## config.mk

```make
export PLATFORM = sky130hd
export DESIGN_NAME = dvi_tmds_encoder
export DESIGN_NICKNAME = d
export VERILOG_FILES = /design/src/rtl/dvi_tmds_encoder.sv
export SDC_FILE = /design/constraint.sdc
export NUM_CORES = 1
export LEC_CHECK = 0
export ABC_AREA = 0
export BUFFER_PORTS_ARGS = -buffer_cell sky130_fd_sc_hd__buf_2
export CAP_MARGIN = 15
export CORE_UTILIZATION = 60
export CTS_CLUSTER_DIAMETER = 80
export DETAILED_ROUTE_END_ITERATION = 6
export PLACE_DENSITY_LB_ADDON = 0.1
export SETUP_SLACK_MARGIN = 0.15
export SYNTH_ARGS = -nofsm -noshare
export SYNTH_HDL_FRONTEND = slang
export SYNTH_SLANG_ARGS = --single-unit
```

## constraint.sdc

```tcl
create_clock -name dvi_clk -period 5.2 [get_ports dvi_clk]
set_input_delay 0.52 -clock dvi_clk [delete_from_list [all_inputs] [get_ports dvi_clk]]
set_output_delay 0.52 -clock dvi_clk [all_outputs]
set_load 0.02 [all_outputs]
```

## src/rtl/dvi_tmds_encoder.sv

```systemverilog
// DVI 1.0 TMDS encoder: three channels, each a two-stage pipeline
// (transition minimisation, then DC balancing with a running disparity count).

module dvi_tmds_channel (
   input  logic       clk_i,
   input  logic       rst_i,
   input  logic [7:0] d_i,
   input  logic       de_i,
   input  logic [1:0] c_i,
   output logic [9:0] sym_o
);
   localparam logic [9:0] TOKEN_00 = 10'b1101010100;
   localparam logic [9:0] TOKEN_01 = 10'b0010101011;
   localparam logic [9:0] TOKEN_10 = 10'b0101010100;
   localparam logic [9:0] TOKEN_11 = 10'b1010101011;

   logic [7:0]        d_q;
   logic [1:0]        de_pipe_q;
   logic [1:0]        c1_q, c2_q;
   logic [8:0]        qm_d, qm_q;
   logic [9:0]        sym_d, sym_q;
   logic signed [4:0] cnt_d, cnt_q;
   logic [3:0]        n1d, n1q;
   logic              xnor_mode;
   logic signed [4:0] dq;

   always_ff @(posedge clk_i) begin
      if (rst_i) begin
         d_q       <= '0;
         de_pipe_q <= '0;
         c1_q      <= '0;
         c2_q      <= '0;
         qm_q      <= '0;
         sym_q     <= TOKEN_00;
         cnt_q     <= '0;
      end else begin
         d_q       <= d_i;
         de_pipe_q <= {de_pipe_q[0], de_i};
         c1_q      <= c_i;
         c2_q      <= c1_q;
         qm_q      <= qm_d;
         sym_q     <= sym_d;
         cnt_q     <= cnt_d;
      end
   end

   assign n1d       = 4'($countones(d_q));
   assign xnor_mode = (n1d > 4'd4) || ((n1d == 4'd4) && !d_q[0]);

   always_comb begin
      qm_d    = '0;
      qm_d[0] = d_q[0];
      for (int i = 1; i < 8; i++)
         qm_d[i] = xnor_mode ? ~(qm_d[i-1] ^ d_q[i]) : (qm_d[i-1] ^ d_q[i]);
      qm_d[8] = ~xnor_mode;
   end

   // dq = n1q - n0q = 2*n1q - 8, kept in the same signed 5-bit domain as cnt
   assign n1q = 4'($countones(qm_q[7:0]));
   assign dq  = $signed({n1q, 1'b0} - 5'd8);

   always_comb begin
      sym_d = TOKEN_00;
      cnt_d = '0;
      if (!de_pipe_q[1]) begin
         case (c2_q)
            2'b00:   sym_d = TOKEN_00;
            2'b01:   sym_d = TOKEN_01;
            2'b10:   sym_d = TOKEN_10;
            default: sym_d = TOKEN_11;
         endcase
      end else if ((cnt_q == 5'sd0) || (dq == 5'sd0)) begin
         sym_d = {~qm_q[8], qm_q[8], qm_q[8] ? qm_q[7:0] : ~qm_q[7:0]};
         cnt_d = qm_q[8] ? (cnt_q + dq) : (cnt_q - dq);
      end else if (((cnt_q > 5'sd0) && (dq > 5'sd0)) || ((cnt_q < 5'sd0) && (dq < 5'sd0))) begin
         sym_d = {1'b1, qm_q[8], ~qm_q[7:0]};
         cnt_d = cnt_q + (qm_q[8] ? 5'sd2 : 5'sd0) - dq;
      end else begin
         sym_d = {1'b0, qm_q[8], qm_q[7:0]};
         cnt_d = cnt_q - (qm_q[8] ? 5'sd0 : 5'sd2) + dq;
      end
   end

   assign sym_o = sym_q;
endmodule

module dvi_tmds_encoder #(
   parameter int RED_LSB   = 0,
   parameter int GREEN_LSB = 8,
   parameter int BLUE_LSB  = 16
) (
   input  logic        dvi_clk,
   input  logic        reset,
   input  logic [31:0] dvi_rgb,
   input  logic        dvi_hsync,
   input  logic        dvi_vsync,
   input  logic        dvi_active_video,
   output logic [9:0]  tmds_ch0,
   output logic [9:0]  tmds_ch1,
   output logic [9:0]  tmds_ch2
);
   localparam int NUM_CH = 3;

   logic [NUM_CH-1:0][7:0] comp;
   logic [NUM_CH-1:0][1:0] ctrl;
   logic [NUM_CH-1:0][9:0] sym;
   logic                   unused_rgb;

   // ch0 = blue carries the syncs; green and red only ever send C=00
   assign comp[0] = dvi_rgb[BLUE_LSB +: 8];
   assign comp[1] = dvi_rgb[GREEN_LSB +: 8];
   assign comp[2] = dvi_rgb[RED_LSB +: 8];
   assign ctrl[0] = {dvi_vsync, dvi_hsync};
   assign ctrl[1] = 2'b00;
   assign ctrl[2] = 2'b00;
   assign unused_rgb = ^dvi_rgb[31:24];

   for (genvar g = 0; g < NUM_CH; g++) begin : g_ch
      dvi_tmds_channel u_ch (
         .clk_i (dvi_clk),
         .rst_i (reset),
         .d_i   (comp[g]),
         .de_i  (dvi_active_video),
         .c_i   (ctrl[g]),
         .sym_o (sym[g])
      );
   end

   assign tmds_ch0 = sym[0];
   assign tmds_ch1 = sym[1];
   assign tmds_ch2 = sym[2];
endmodule
```

After elaboration in Yosys (flattened, before gate mapping). Index checks and enable logic that the tools add are counted.

Bitwise operators: 54. Reduce and logical (&&, ||, !) cells: 31. $lt $le $gt $ge: 15. Mux-type cells: 47. Add/sub/neg operators: 63. Eq/ne operators: 5.

Operators by type and width (count): 4-bit adder (18); 10-bit two-way mux (7); 1-bit by 1-bit adder with 2-bit output (24); 5-bit adder (9); 5-bit two-way mux (9); 5-bit subtractor (9); 5-bit by 1-bit greater-than comparator with 1-bit output, second input constant (6); 5-bit zero test (6); 5-bit by 1-bit < comparator with 1-bit output, second input constant (6); 1-bit inverter (30); 10-bit case mux with 3 select lines (1); 8-bit two-way mux (3); 8-bit inverter (3); 1-bit two-way mux (21); 1-bit XOR (21); 5-bit by 4-bit subtractor with 5-bit output, second input constant (3); 4-bit by 3-bit equality test with 1-bit output, second input constant (3); 4-bit by 3-bit greater-than comparator with 1-bit output, second input constant (3); 2-bit two-way mux (6); 1-bit logical AND (9); 1-bit logical OR (9); 2-bit OR reduction (3); 1-bit zero test (3); 2-bit by 1-bit equality test with 1-bit output, second input constant (1); 2 further kinds (2).

Logic and storage cells: 232. Output and inout port bits: 30. Register bits: 106. Input bits: 37.

Logic depth before layout (Yosys ltp). Gate-level depths: netlist (run 1).

Depth after elaboration: 25. Mapped depth: 17. Gate-level depth less buffers: 17.

Modules after synthesis. From an unflattened synthesis (run 1), not the netlist that was laid out.

Cells, all modules: 679. Area total of the unflattened synthesis: 6820.3 µm².

Modules (own cells, without submodules): dvi_tmds_channel at g_ch[2].u_ch (times used 1, cells each 225, area an instance 2279.7 µm²); dvi_tmds_channel at g_ch[1].u_ch (times used 1, cells each 226, area an instance 2272.2 µm²); dvi_tmds_channel at g_ch[0].u_ch (times used 1, cells each 227, area an instance 2264.7 µm²); dvi_tmds_encoder (times used 1, cells each 1, area an instance 3.8 µm²).

Worst setup path after synthesis (run 1). OpenSTA, ideal clock, no wires.

Path kind: register -> register. From: reg g_ch[2].u_ch.qm_q[6]. To: reg g_ch[2].u_ch.cnt_q[4]. Cell stages (with the launch flop): 16. Path buffers: 0. Slack: 1428 ps. Data arrival time: 3655 ps. Data required time: 5084 ps. Library setup time: 116 ps. Cell sequence: dfxtp_1 ha_1 inv_1 fa_1 inv_1 fa_1 ha_1 fa_1 ha_1 inv_1 ha_1 a21o_1 a31oi_1 xnor2_1 mux2i_1 a31o_2.

Word-level cells in the longest chain between the ends: 9. Elaborated cells between the ends (all ways): 18. Those cells by class: add/sub: 8; order compare: 2; mux: 3; reduce/logical: 5.

Ends and longest elaborated chain: start: declaration (RTL line 20) `logic [8:0] qm_d, qm_q;`; start signal: assignment (RTL line 41) `qm_q <= qm_d;`; 1-bit by 1-bit adder with 2-bit output (implied by the code) (*) (RTL line 59) `assign n1q = 4'($countones(qm_q[7:0]));`; 4-bit adder (implied by the code) (*) (2 in a row) (RTL line 59); 5-bit by 4-bit subtractor with 5-bit output (*) (RTL line 60) `assign dq = $signed({n1q, 1'b0} - 5'd8);`; 5-bit by 1-bit greater-than comparator with 1-bit output / 5-bit by 1-bit < comparator with 1-bit output (equally long branches) (RTL line 75) `end else if (((cnt_q > 5'sd0) && (dq > 5'sd0)) || ((cnt_q < 5'sd0) && (dq < 5'sd0))) begin`; 1-bit logical AND (RTL line 75); 1-bit logical OR (RTL line 75); 5-bit two-way mux (RTL line 75); 5-bit two-way mux (*) (RTL line 72) `end else if ((cnt_q == 5'sd0) || (dq == 5'sd0)) begin`; end signal: assignment (RTL line 43) `cnt_q <= cnt_d;`; end: declaration (RTL line 22) `logic signed [4:0] cnt_d, cnt_q;`.

Every way passes the cells marked *; elsewhere a longest branch is shown, timed or not. A chain may end at the register's enable or synchronous reset.

Worst setup path in the final report (run 1).
From: reg g_ch[0].u_ch.qm_q[6]. To: reg g_ch[0].u_ch.sym_q[4].

Word-level cells in the longest chain between the ends: 10. Elaborated cells between the ends (all ways): 14. Those cells by class: add/sub: 4; order compare: 2; mux: 3; reduce/logical: 5.

Ends and longest elaborated chain: start: declaration (RTL line 20); start signal: assignment (RTL line 41); 1-bit by 1-bit adder with 2-bit output (implied by the code) (*) (RTL line 59); 4-bit adder (implied by the code) (*) (2 in a row) (RTL line 59); 5-bit by 4-bit subtractor with 5-bit output (*) (RTL line 60); 5-bit by 1-bit greater-than comparator with 1-bit output / 5-bit by 1-bit < comparator with 1-bit output (equally long branches) (RTL line 75); 1-bit logical AND (RTL line 75); 1-bit logical OR (RTL line 75); 10-bit two-way mux (RTL line 75); 10-bit two-way mux (*) (RTL line 72); 10-bit two-way mux (*) (RTL line 65) `if (!de_pipe_q[1]) begin`; end signal: assignment (RTL line 42) `sym_q <= sym_d;`; end: declaration (RTL line 21) `logic [9:0] sym_d, sym_q;`.

Marks and branches as above.

==> results of run 1 <==
[area by class of cell]
cell class	instances	area (sq um)
fillers	800	3120
inverters	81	304
well taps	133	166
multi-input cells	408	3830
flip-flops and latches	99	1980
clock inverters	6	68.8
repair buffers	59	298
clock buffers	10	138
[cell families after synthesis]
family | count (synthesis) | synth area share, %
and+or+nand+nor | 131 | 11.0
muxes | 9 | 1.52
DFF | 99 | 32.0
xor gates and xnor gates | 89 | 13.3
buffers and inverters | 96 | 6.12
adders and majority gates | 121 | 29.2
AOI/OAI and AO/OA | 58 | 6.89
[cell usage in the layout, fill, tap and decap left out, types with 2 or more instances in the layout]
master	instances
nor2_1	51
o21a_1	3
ha_1	82
a31o_2	3
and4b_1	3
dfxtp_1	99
a31oi_2	2
inv_6	3
nor3_1	10
clkbuf_8	10
xor2_1	28
or3_4	3
buf_2	58
xnor3_1	3
nor2b_1	35
mux2_2	3
xnor2_1	58
a31oi_1	5
nand3b_1	2
o32ai_4	2
nor3b_1	3
nand2_1	15
mux2i_1	6
a211oi_1	10
o21ai_0	3
a21oi_1	19
or2_2	2
nor4b_1	3
and2_1	2
fa_1	39
a21o_1	8
inv_1	81
[power by group]
group          switching (mW)  internal, mW  total [mW]
Sequential             0.0684         0.842       0.911
Clock                   0.266         0.240       0.506
Combinational            1.63          1.36        2.99
Total                    1.97          2.44        4.41
[per-layer routing]
layer | wire (um) | global-route usage, %
met5 | 0 | 0
met4 | 188 | 7.76
met3 | 263 | 3.21
met2 | 4730 | 33.8
met1 | 4710 | 26.6
[stage by stage]
step	instance area [sq um]	setup slack, ns	total power [mW]	utilization (%)
after floorplan	6190	1.43	3.34	-
after global placement	6580	0.885	3.76	66.4
after detailed placement	6580	0.820	3.91	66.4
after CTS	6790	0.802	4.44	68.5
after global routing	6790	0.533	4.92	68.5
final	6790	0.823	4.41	68.5
[how the worst max path moves through the flow]
stage / startpoint / end / slack, ns / cells past startpoint
floorplan: g_ch[2].u_ch.qm_q[6]$_SDFF_PP0_ / g_ch[2].u_ch.cnt_q[4]$_SDFF_PP0_ / 1.43 / 15
finish: g_ch[0].u_ch.qm_q[6]$_SDFF_PP0_ / g_ch[0].u_ch.sym_o[4]$_SDFF_PP1_ / 0.82 / 15
CTS: g_ch[0].u_ch.qm_q[6]$_SDFF_PP0_ / g_ch[0].u_ch.sym_o[4]$_SDFF_PP1_ / 0.80 / 15
global placement: g_ch[0].u_ch.qm_q[6]$_SDFF_PP0_ / g_ch[0].u_ch.sym_o[2]$_SDFF_PP1_ / 0.89 / 15
detailed placement: g_ch[0].u_ch.qm_q[6]$_SDFF_PP0_ / g_ch[0].u_ch.sym_o[4]$_SDFF_PP1_ / 0.82 / 15
global route: g_ch[0].u_ch.qm_q[6]$_SDFF_PP0_ / g_ch[0].u_ch.sym_o[4]$_SDFF_PP1_ / 0.53 / 15
[worst max-delay path, cell delays in order (launching register included)]
cell and delay [ns]:
dfxtp_1 0.34, ha_1 0.23, fa_1 0.54, inv_1 0.05, fa_1 0.46, inv_1 0.06
ha_1 0.13, inv_1 0.04, fa_1 0.47, inv_1 0.10, ha_1 0.37, ha_1 0.20
a21oi_1 0.05, a22oi_1 0.81, and4b_1 0.32, nor3_1 0.05
[registers in the layout, indices dropped and copies added (netlist names)]
| name | flops |
|---|---|
| g_ch.u_ch.c1_q | 2 |
| g_ch.u_ch.d_q | 24 |
| g_ch.u_ch.qm_q | 27 |
| g_ch.u_ch.cnt_q | 12 |
| g_ch.u_ch.sym_o | 30 |
| g_ch.u_ch.c2_q | 2 |
| g_ch.u_ch.de_pipe_q | 2 |
==> key figures, run 1 <==
Status
  – Status: completed

Synthesis
  – Post-Syn Nets: 761
  – Post-synth cell types: 38
  – Top-area cell type share of the netlist area: 32.0%
  – Leading area contributor after synthesis: dfxtp_1
  – Count leader, synth: dfxtp_1
  – Mean Syn Cell Area: 10.3 sq um
  – Post-synth top flop: dfxtp_1
  – Register area share after synthesis: 32.0%
  – Synth top cells by count: 99 x dfxtp_1, 82 x ha_1, 81 x inv_1
  – Cell Area, Synth: 6190 sq um
  – Synth top area cells: dfxtp_1 32%, ha_1 17%, fa_1 13%, xnor2_1 8.2%, inv_1 4.9%
  – Post-Syn Instances: 603
  – Number of flops mapped to enable cells by yosys: 0
  – Ys Warns: 0
  – Synthesis-stage register bit count: 99
  – Synth async-reset ratio: 0%

CTS
  – CTS clk-pin slew, worst paths: 0.09 ns
  – Post-CTS Setup Bufs: 0
  – PostCTS Resize Cnt: 0
  – Htree depth: 3
  – Clk root buf: clkbuf_8
  – Worst skew pair latency: 0.37 ns
  – Hold Buf Count CTS: 0
  – CTS tree: done
  – CTS Buffer Depth: 2
  – CTS sink cnt: 99
  – CTS Buf Count: 9

Route
  – Drt initial violations: 151
  – DR pass1 iterations: 4
  – Antenna viol nets, final: 0
  – WL per Instance: 12.4 um
  – WL final: 9.89 mm
  – Residual DRC: 0
  – Via/cell ratio: 4.86
  – DR vias: 3869

Timing
  – Max Freq: 228 MHz
  – Slew Limit Fails: 0
  – Max_slew headroom: 29.3%
  – Hold Vio Cnt, Final: 0
  – Final Hold Slack: 0.354 ns
  – RSZ-0062 raised after global routing: no
  – Worst Tran Pin Value: 1.06 ns
  – Final period demand of the worst path: 4.38 ns
  – Fin Setup TNS: 0 ns
  – Final period util: 84.2%
  – Final setup fails: 0
  – Clock Skew: 0.00459 ns

Critical path
  – Critical path arrival: 4.61 ns
  – Req. time, crit path: 5.43 ns
  – Worst setup SP type: flip-flop
  – Critical R2R Launch: g_ch[0].u_ch.qm_q[6]$_SDFF_PP0_
  – Crit Path Class: flip-flop to flip-flop
  – Worst reg2reg path depth: 15
  – Crit path capture type: flip-flop
  – CP Max Fanout: 12
  – R2R Path End: g_ch[0].u_ch.sym_o[4]$_SDFF_PP1_
  – Slack of the worst reg-to-reg path: 0.82 ns

Hold path
  – Hold Crit Class: input pin to flip-flop
  – Worst hold endpoint: g_ch[0].u_ch.d_q[5]$_SDFF_PP0_
  – HP Start: dvi_rgb[21]
  – WHS Path Cells: 2

Final layout
  – Antenna Cells: 0
  – Area growth, synth to finish: 9.62%
  – Fin nets: 816
  – Count of non-filler cells in the finished layout: 796
  – Share of layout cells above drive strength 1: 13.6%

Global route
  – Vias in the first global route: 3867
  – Antenna violations before repair: 0
  – Largest net degree at the start of global routing: 70
  – First-pass GRT wire length: 17.5 mm
  – Tot GR Track Use: 20.3%
  – GRT overflow: 0

Placement
  – Port buffer count: 58
  – Final GP Congestion: 0.853
  – Placed cells: 780
  – Detailed-placement wirelength estimate: 7.95 mm

Pwr
  – Pwr/cell area: 650 nW/um^2
  – Worst IR drop on VDD: 361 uV
  – Lkg Pwr: 3.32 nW

Floorplanning
  – Die ar.: 10700 sq um
  – Die width: 104 um
  – Initial Utilization: 62.5%
  – Area of the core: 9910 sq um
  – # rows: 36
  – IO Pins: 67
  – Die H: 104 um

Run
  – Maxcap violations: 0
Power figures use the tool's default switching activity.
==> run 2, diff against run 1 <==
--- a/config.mk
+++ b/config.mk
@@ -8,7 +8,7 @@
 export ABC_AREA = 0
 export BUFFER_PORTS_ARGS = -buffer_cell sky130_fd_sc_hd__buf_2
 export CAP_MARGIN = 15
-export CORE_UTILIZATION = 60
+export CORE_UTILIZATION = 54
 export CTS_CLUSTER_DIAMETER = 80
 export DETAILED_ROUTE_END_ITERATION = 6
 export PLACE_DENSITY_LB_ADDON = 0.1
==> constraint.sdc (replaced) <==
create_clock -name dvi_clk -period 4 [get_ports dvi_clk]
set_input_delay 0.4 -clock dvi_clk [delete_from_list [all_inputs] [get_ports dvi_clk]]
set_output_delay 0.4 -clock dvi_clk [all_outputs]
set_load 0.02 [all_outputs]
==> key figures, run 2 (synthesized netlist as in run 1, its figures left out) <==
Status
  – Status: completed

Final layout
  – Post-layout instance area: 7370 sq um
  – Max reg flops: 30
  – Most common library cell in the layout ignoring fill and taps: dfxtp_1
  – Antenna Cells: 0
  – Share of layout cells above drive strength 1: 24.9%
  – Area growth, synth to finish: 19.0%
  – Most frequent cells in the layout: 89 x dfxtp_1, 72 x inv_1, 63 x ha_1, 58 x buf_2, 54 x xnor2_1
  – Fin nets: 831

CTS
  – Hold Buf Count CTS: 0
  – Htree depth: 3
  – Clk root buf: clkbuf_16
  – Worst skew pair latency: 0.35 ns
  – CTS sink cnt: 99
  – CTS Buffer Depth: 2
  – CTS tree: done
  – CTS clk-pin slew, worst paths: 0.08 ns
  – CTS Buf Count: 9

Timing
  – Clock Skew: 0.0116 ns
  – Slew Limit Fails: 0
  – Final period util: 94.6%
  – RSZ-0062 raised after global routing: yes
  – Final period demand of the worst path: 3.78 ns
  – Max Freq: 264 MHz
  – Worst Tran Pin Value: 1.10 ns
  – Max_slew headroom: 26.3%
  – Final setup fails: 0
  – Hold Vio Cnt, Final: 0
  – Final Hold Slack: 0.258 ns

Pwr
  – Lkg Pwr: 3.46 nW
  – Worst IR drop on VDD: 612 uV
  – Pwr/cell area: 886 nW/um^2
  – Tot Pwr: 6.53 mW

Placement
  – Placement Cell Area: 6670 sq um
  – Final GP Congestion: 0.787
  – Detailed-placement wirelength estimate: 8.38 mm
  – Port buffer count: 58

Critical path
  – CP Max Fanout: 6
  – Critical R2R Launch: g_ch[0].u_ch.qm_q[5]$_SDFF_PP0_
  – Crit. path cell count: 16
  – Cell Chain, Critical Path: ha_2, inv_1, fa_2, fa_1, inv_2, ha_4, inv_1, fa_1, inv_2, ha_2, ha_4, a21oi_1, a22oi_2, buf_6, and4b_1, nor3_2
  – Worst setup SP type: flip-flop
  – Slowest Stage Delay on Critical Path: 0.48 ns
  – Critical path buffers and inverters: 5
  – CP Launch Point: g_ch[0].u_ch.qm_q[5]$_SDFF_PP0_
  – Slowest CP cell: fa_1
  – Critical path arrival: 3.99 ns
  – Req. time, crit path: 4.21 ns
  – CP top delay family: adder cells
  – Worst reg2reg path depth: 16
  – Crit path capture type: flip-flop
  – Crit Path Class: flip-flop to flip-flop

Floorplanning
  – Die H: 109 um
  – Die ar.: 11900 sq um
  – Die width: 109 um
  – IO Pins: 67
  – # rows: 38
  – Initial Utilization: 56.4%
  – Area of the core: 11000 sq um

Global route
  – GRT overflow: 0
  – Antenna violations before repair: 0
  – Tot GR Track Use: 19.3%
  – First-pass GRT wire length: 17.6 mm
  – Largest net degree at the start of global routing: 40
  – Vias in the first global route: 3933

Hold path
  – WHS Path Cells: 2
  – HP Start: dvi_rgb[3]
  – Hold Crit Class: input pin to flip-flop

Run
  – Maxcap violations: 0

Route
  – DR pass1 iterations: 4
  – DR vias: 4028
  – Antenna viol nets, final: 0
  – Drt initial violations: 114
  – Via/cell ratio: 4.92
  – Residual DRC: 0
  – WL per Instance: 13.4 um
  – WL final: 10.9 mm
==> run 2: report_power, final <==
part | leakage (nW) | internal (mW) | total (mW) | switching (mW)
clock | 0.145 | 0.438 | 0.841 | 0.403
combinational | 2.50 | 2.16 | 4.49 | 2.34
sequential | 0.819 | 1.10 | 1.19 | 0.0943
total | 3.46 | 3.69 | 6.53 | 2.83
==> run 2: timing repair <==
item / in CTS / in global routing
gates cloned: 0 / 1
buffers inserted: 2 / 3
pin swaps: 4 / 12
resized for setup: 23 / 51
setup endpoints to repair: 24 / 35
==> run 2: cell type report <==
cell class,count,area (sq um)
repair buffers,74,447
clock inverters,7,67.6
inverters,81,307
flip-flops and latches,99,1990
fillers,883,3620
clock buffers,9,225
well taps,140,175
multi-input cells,408,4150
==> run 2: metrics by stage <==
| stage | util [%] | cells | setup slack [ns] | TNS, ns |
|---|---|---|---|---|
| after floorplan | - | 603 | 0.228 | 0 |
| after global placement | 60.8 | 795 | 0.0958 | 0 |
| after detailed placement | 60.8 | 795 | -0.0327 | -0.0327 |
| after CTS | 64.8 | 813 | 0.112 | 0 |
| after global routing | 67.1 | 818 | 0.0928 | 0 |
| final | 67.1 | 818 | 0.217 | 0 |
==> run 2: path summary, 6_finish.rpt <==
check / endpoint / slack [ns]
worst min-delay path: g_ch[2].u_ch.d_q[3]$_SDFF_PP0_ / 0.26
worst max register to register: g_ch[0].u_ch.sym_o[2]$_SDFF_PP1_ / 0.22
worst max-delay path: g_ch[0].u_ch.sym_o[2]$_SDFF_PP1_ / 0.22
worst min register to register: g_ch[0].u_ch.c2_q[1]$_SDFF_PP0_ / 0.45
==> run 2: per-layer routing <==
| layer | up-vias | wire (um) | track usage (%) |
|---|---|---|---|
| met1 | 1884 | 4950 | 24.0 |
| met3 | 13 | 314 | 3.41 |
| li1 | 2075 | - | - |
| met5 | - | 0 | 0 |
| met2 | 56 | 5510 | 33.1 |
| met4 | 0 | 161 | 7.43 |
==> run 3, diff against run 2 <==
--- a/config.mk
+++ b/config.mk
@@ -5,7 +5,7 @@
 export SDC_FILE = /design/constraint.sdc
 export NUM_CORES = 1
 export LEC_CHECK = 0
-export ABC_AREA = 0
+export ABC_AREA = 1
 export BUFFER_PORTS_ARGS = -buffer_cell sky130_fd_sc_hd__buf_2
 export CAP_MARGIN = 15
 export CORE_UTILIZATION = 54
==> key figures, run 3 <==
Status
  – Status: finished with violations
  – Failing checks: DRC

Final layout
  – Most frequent cells in the layout: 148 x inv_1, 129 x nand2_1, 90 x dfxtp_1, 61 x ha_1, 58 x buf_2
  – Util after Layout: 65.2%
  – Share of layout cells above drive strength 1: 19.2%
  – Most common library cell in the layout ignoring fill and taps: inv_1
  – Area growth, synth to finish: 16.5%
  – Antenna Cells: 0
  – Fin nets: 1022
  – Max reg flops: 30
  – Count of non-filler cells in the finished layout: 1009

Floorplanning
  – Die H: 111 um
  – Die ar.: 12400 sq um
  – Die width: 111 um
  – # rows: 39
  – IO Pins: 67
  – Initial Utilization: 55.9%
  – Area of the core: 11600 sq um

Route
  – WL per Instance: 12.3 um
  – WL final: 12.4 mm
  – Via/cell ratio: 4.94
  – Residual DRC: 4
  – Drt initial violations: 172
  – DR vias: 4982
  – DR pass1 iterations: 6
  – Antenna viol nets, final: 0

CTS
  – CTS clk-pin slew, worst paths: 0.06 ns
  – Htree depth: 3
  – Worst skew pair latency: 0.35 ns
  – CTS Buf Count: 9
  – Clk root buf: clkbuf_16
  – CTS sink cnt: 99
  – CTS Buffer Depth: 2
  – Hold Buf Count CTS: 0
  – CTS tree: done

Global route
  – Largest net degree at the start of global routing: 53
  – First-pass GRT wire length: 21.2 mm
  – Antenna violations before repair: 0
  – Tot GR Track Use: 21.2%
  – GRT overflow: 0
  – Vias in the first global route: 4824

Synthesis
  – Synth async-reset ratio: 0%
  – Synthesis-stage register bit count: 99
  – Top-area cell type share of the netlist area: 30.6%
  – Post-synth top flop: dfxtp_1
  – Synth top area cells: dfxtp_1 31%, ha_1 16%, fa_1 12%, inv_1 9.1%, nand2_1 7.5%
  – Cell Area, Synth: 6470 sq um
  – Post-Syn Instances: 793
  – Count leader, synth: inv_1
  – Ys Warns: 0
  – Register area share after synthesis: 30.6%
  – Leading area contributor after synthesis: dfxtp_1
  – Post-Syn Nets: 951
  – Mean Syn Cell Area: 8.16 sq um
  – Post-synth cell types: 29
  – Number of flops mapped to enable cells by yosys: 0
  – Synth top cells by count: 157 x inv_1, 129 x nand2_1, 99 x dfxtp_1

Timing
  – RSZ-0062 raised after global routing: yes
  – Final setup fails: 0
  – Final period util: 93.6%
  – Hold Vio Cnt, Final: 0
  – Fin Setup TNS: 0 ns
  – Max_slew headroom: 32.8%
  – Clock Skew: 0.00445 ns
  – Slew Limit Fails: 0
  – Final period demand of the worst path: 3.74 ns
  – Max Freq: 267 MHz
  – Setup ws final: 0.257 ns
  – Worst Tran Pin Value: 1.01 ns

Placement
  – Detailed-placement wirelength estimate: 9.42 mm
  – Port buffer count: 58
  – Final GP Congestion: 0.855
  – Placed cells: 987
  – Pre-CTS setup slack: 0.0412 ns

Hold path
  – Hold Crit Class: input pin to flip-flop
  – HP Start: dvi_rgb[18]

Pwr
  – Worst IR drop on VDD: 342 uV
  – Tot Pwr: 5.05 mW
  – Lkg Pwr: 3.89 nW
  – Pwr/cell area: 670 nW/um^2

Run
  – Maxcap violations: 0

Critical path
  – Crit Path Class: flip-flop to flip-flop
  – Critical path arrival: 4.01 ns
  – Req. time, crit path: 4.27 ns
  – Crit path capture type: flip-flop
  – CP Max Fanout: 10
  – CP Launch Point: g_ch[2].u_ch.qm_q[5]$_SDFF_PP0_
  – Critical R2R Launch: g_ch[2].u_ch.qm_q[5]$_SDFF_PP0_
  – Worst setup SP type: flip-flop
-- run 3: cell types whose count changed after synthesis, moves of 10 or more --
cell | previous run | this run
nand2_1 | 15 | 129
inv_1 | 81 | 157
nand3_1 | 0 | 49
xnor2_1 | 58 | 18
nor2b_1 | 35 | 0
a21oi_1 | 19 | 53
o21ai_0 | 3 | 25
xor2_1 | 28 | 13
a211oi_1 | 10 | 0
nor3_1 | 10 | 0
-- run 3: worst paths after layout --
| path | cells past startpoint | end | slack [ns] |
|---|---|---|---|
| max | 14 | g_ch[2].u_ch.sym_o[1]$_SDFF_PP0_ | 0.26 |
| min | 3 | g_ch[0].u_ch.d_q[2]$_SDFF_PP0_ | 0.25 |
| max reg2reg | 14 | g_ch[2].u_ch.sym_o[1]$_SDFF_PP0_ | 0.26 |
| min reg2reg | 2 | g_ch[0].u_ch.c2_q[1]$_SDFF_PP0_ | 0.42 |
-- run 3: layout make-up --
cell class | count | area [sq um]
Multi-Input combinational cell | 515 | 4060
Fill cell | 970 | 4030
Sequential cell | 99 | 1990
Inverter | 166 | 626
Timing Repair Buffer | 73 | 403
Clock buffer | 11 | 243
Tap cell | 143 | 179
Clock inverter | 2 | 38.8
-- run 3: through the flow --
stage / area (sq um) / hold WS [ns]
2_1_floorplan: 6470 / 0.388
3_3_place_gp: 6920 / 0.405
3_5_place_dp: 6920 / 0.405
4_1_cts: 7250 / 0.240
5_1_grt: 7540 / 0.251
6_report: 7540 / 0.251
-- run 3: cells by family after synthesis --
| family | count (synthesis) | share of synthesized area (%) |
|---|---|---|
| AOI/OAI and AO/OA | 104 | 8.96 |
| xor gates and xnor gates | 31 | 4.20 |
| adders and majority gates | 121 | 27.9 |
| buffers and inverters | 179 | 10.7 |
| DFF | 99 | 30.6 |
| and+or+nand+nor | 259 | 17.6 |
-- run 3: power breakdown --
group	leakage (nW)	total, mW	internal (mW)	switching, mW
sequential	0.819	1.14	1.07	0.0693
clock	0.138	0.842	0.492	0.349
combinational	2.93	3.06	1.30	1.77
-- run 3: repair_timing --
| action | 4_1_cts | 5_1_grt |
|---|---|---|
| pin swaps | 4 | 24 |
| setup buffers | 1 | 8 |
| setup endpoints to repair | 9 | 25 |
| resized for setup | 10 | 49 |
-- run 3: layer usage --
metal	wire length (um)	share of wire, %	track usage [%]	vias up
met4	214	1.7	7.21	0
met3	359	2.9	3.65	20
met2	6080	49	35.8	69
li1	-	-	-	2603
met5	0	0	0	-
met1	5770	46	27.4	2290
-- run 3: critical path, cell delays in order (launching register included) --
cell,delay [ns]
dfxtp_2,0.33
ha_2,0.31
inv_1,0.05
fa_1,0.41
inv_2,0.08
fa_1,0.43
ha_2,0.19
fa_2,0.62
ha_4,0.24
nor2_1,0.15
a31oi_2,0.13
o21ai_1,0.25
buf_4,0.21
o21ai_0,0.09
a21oi_1,0.19
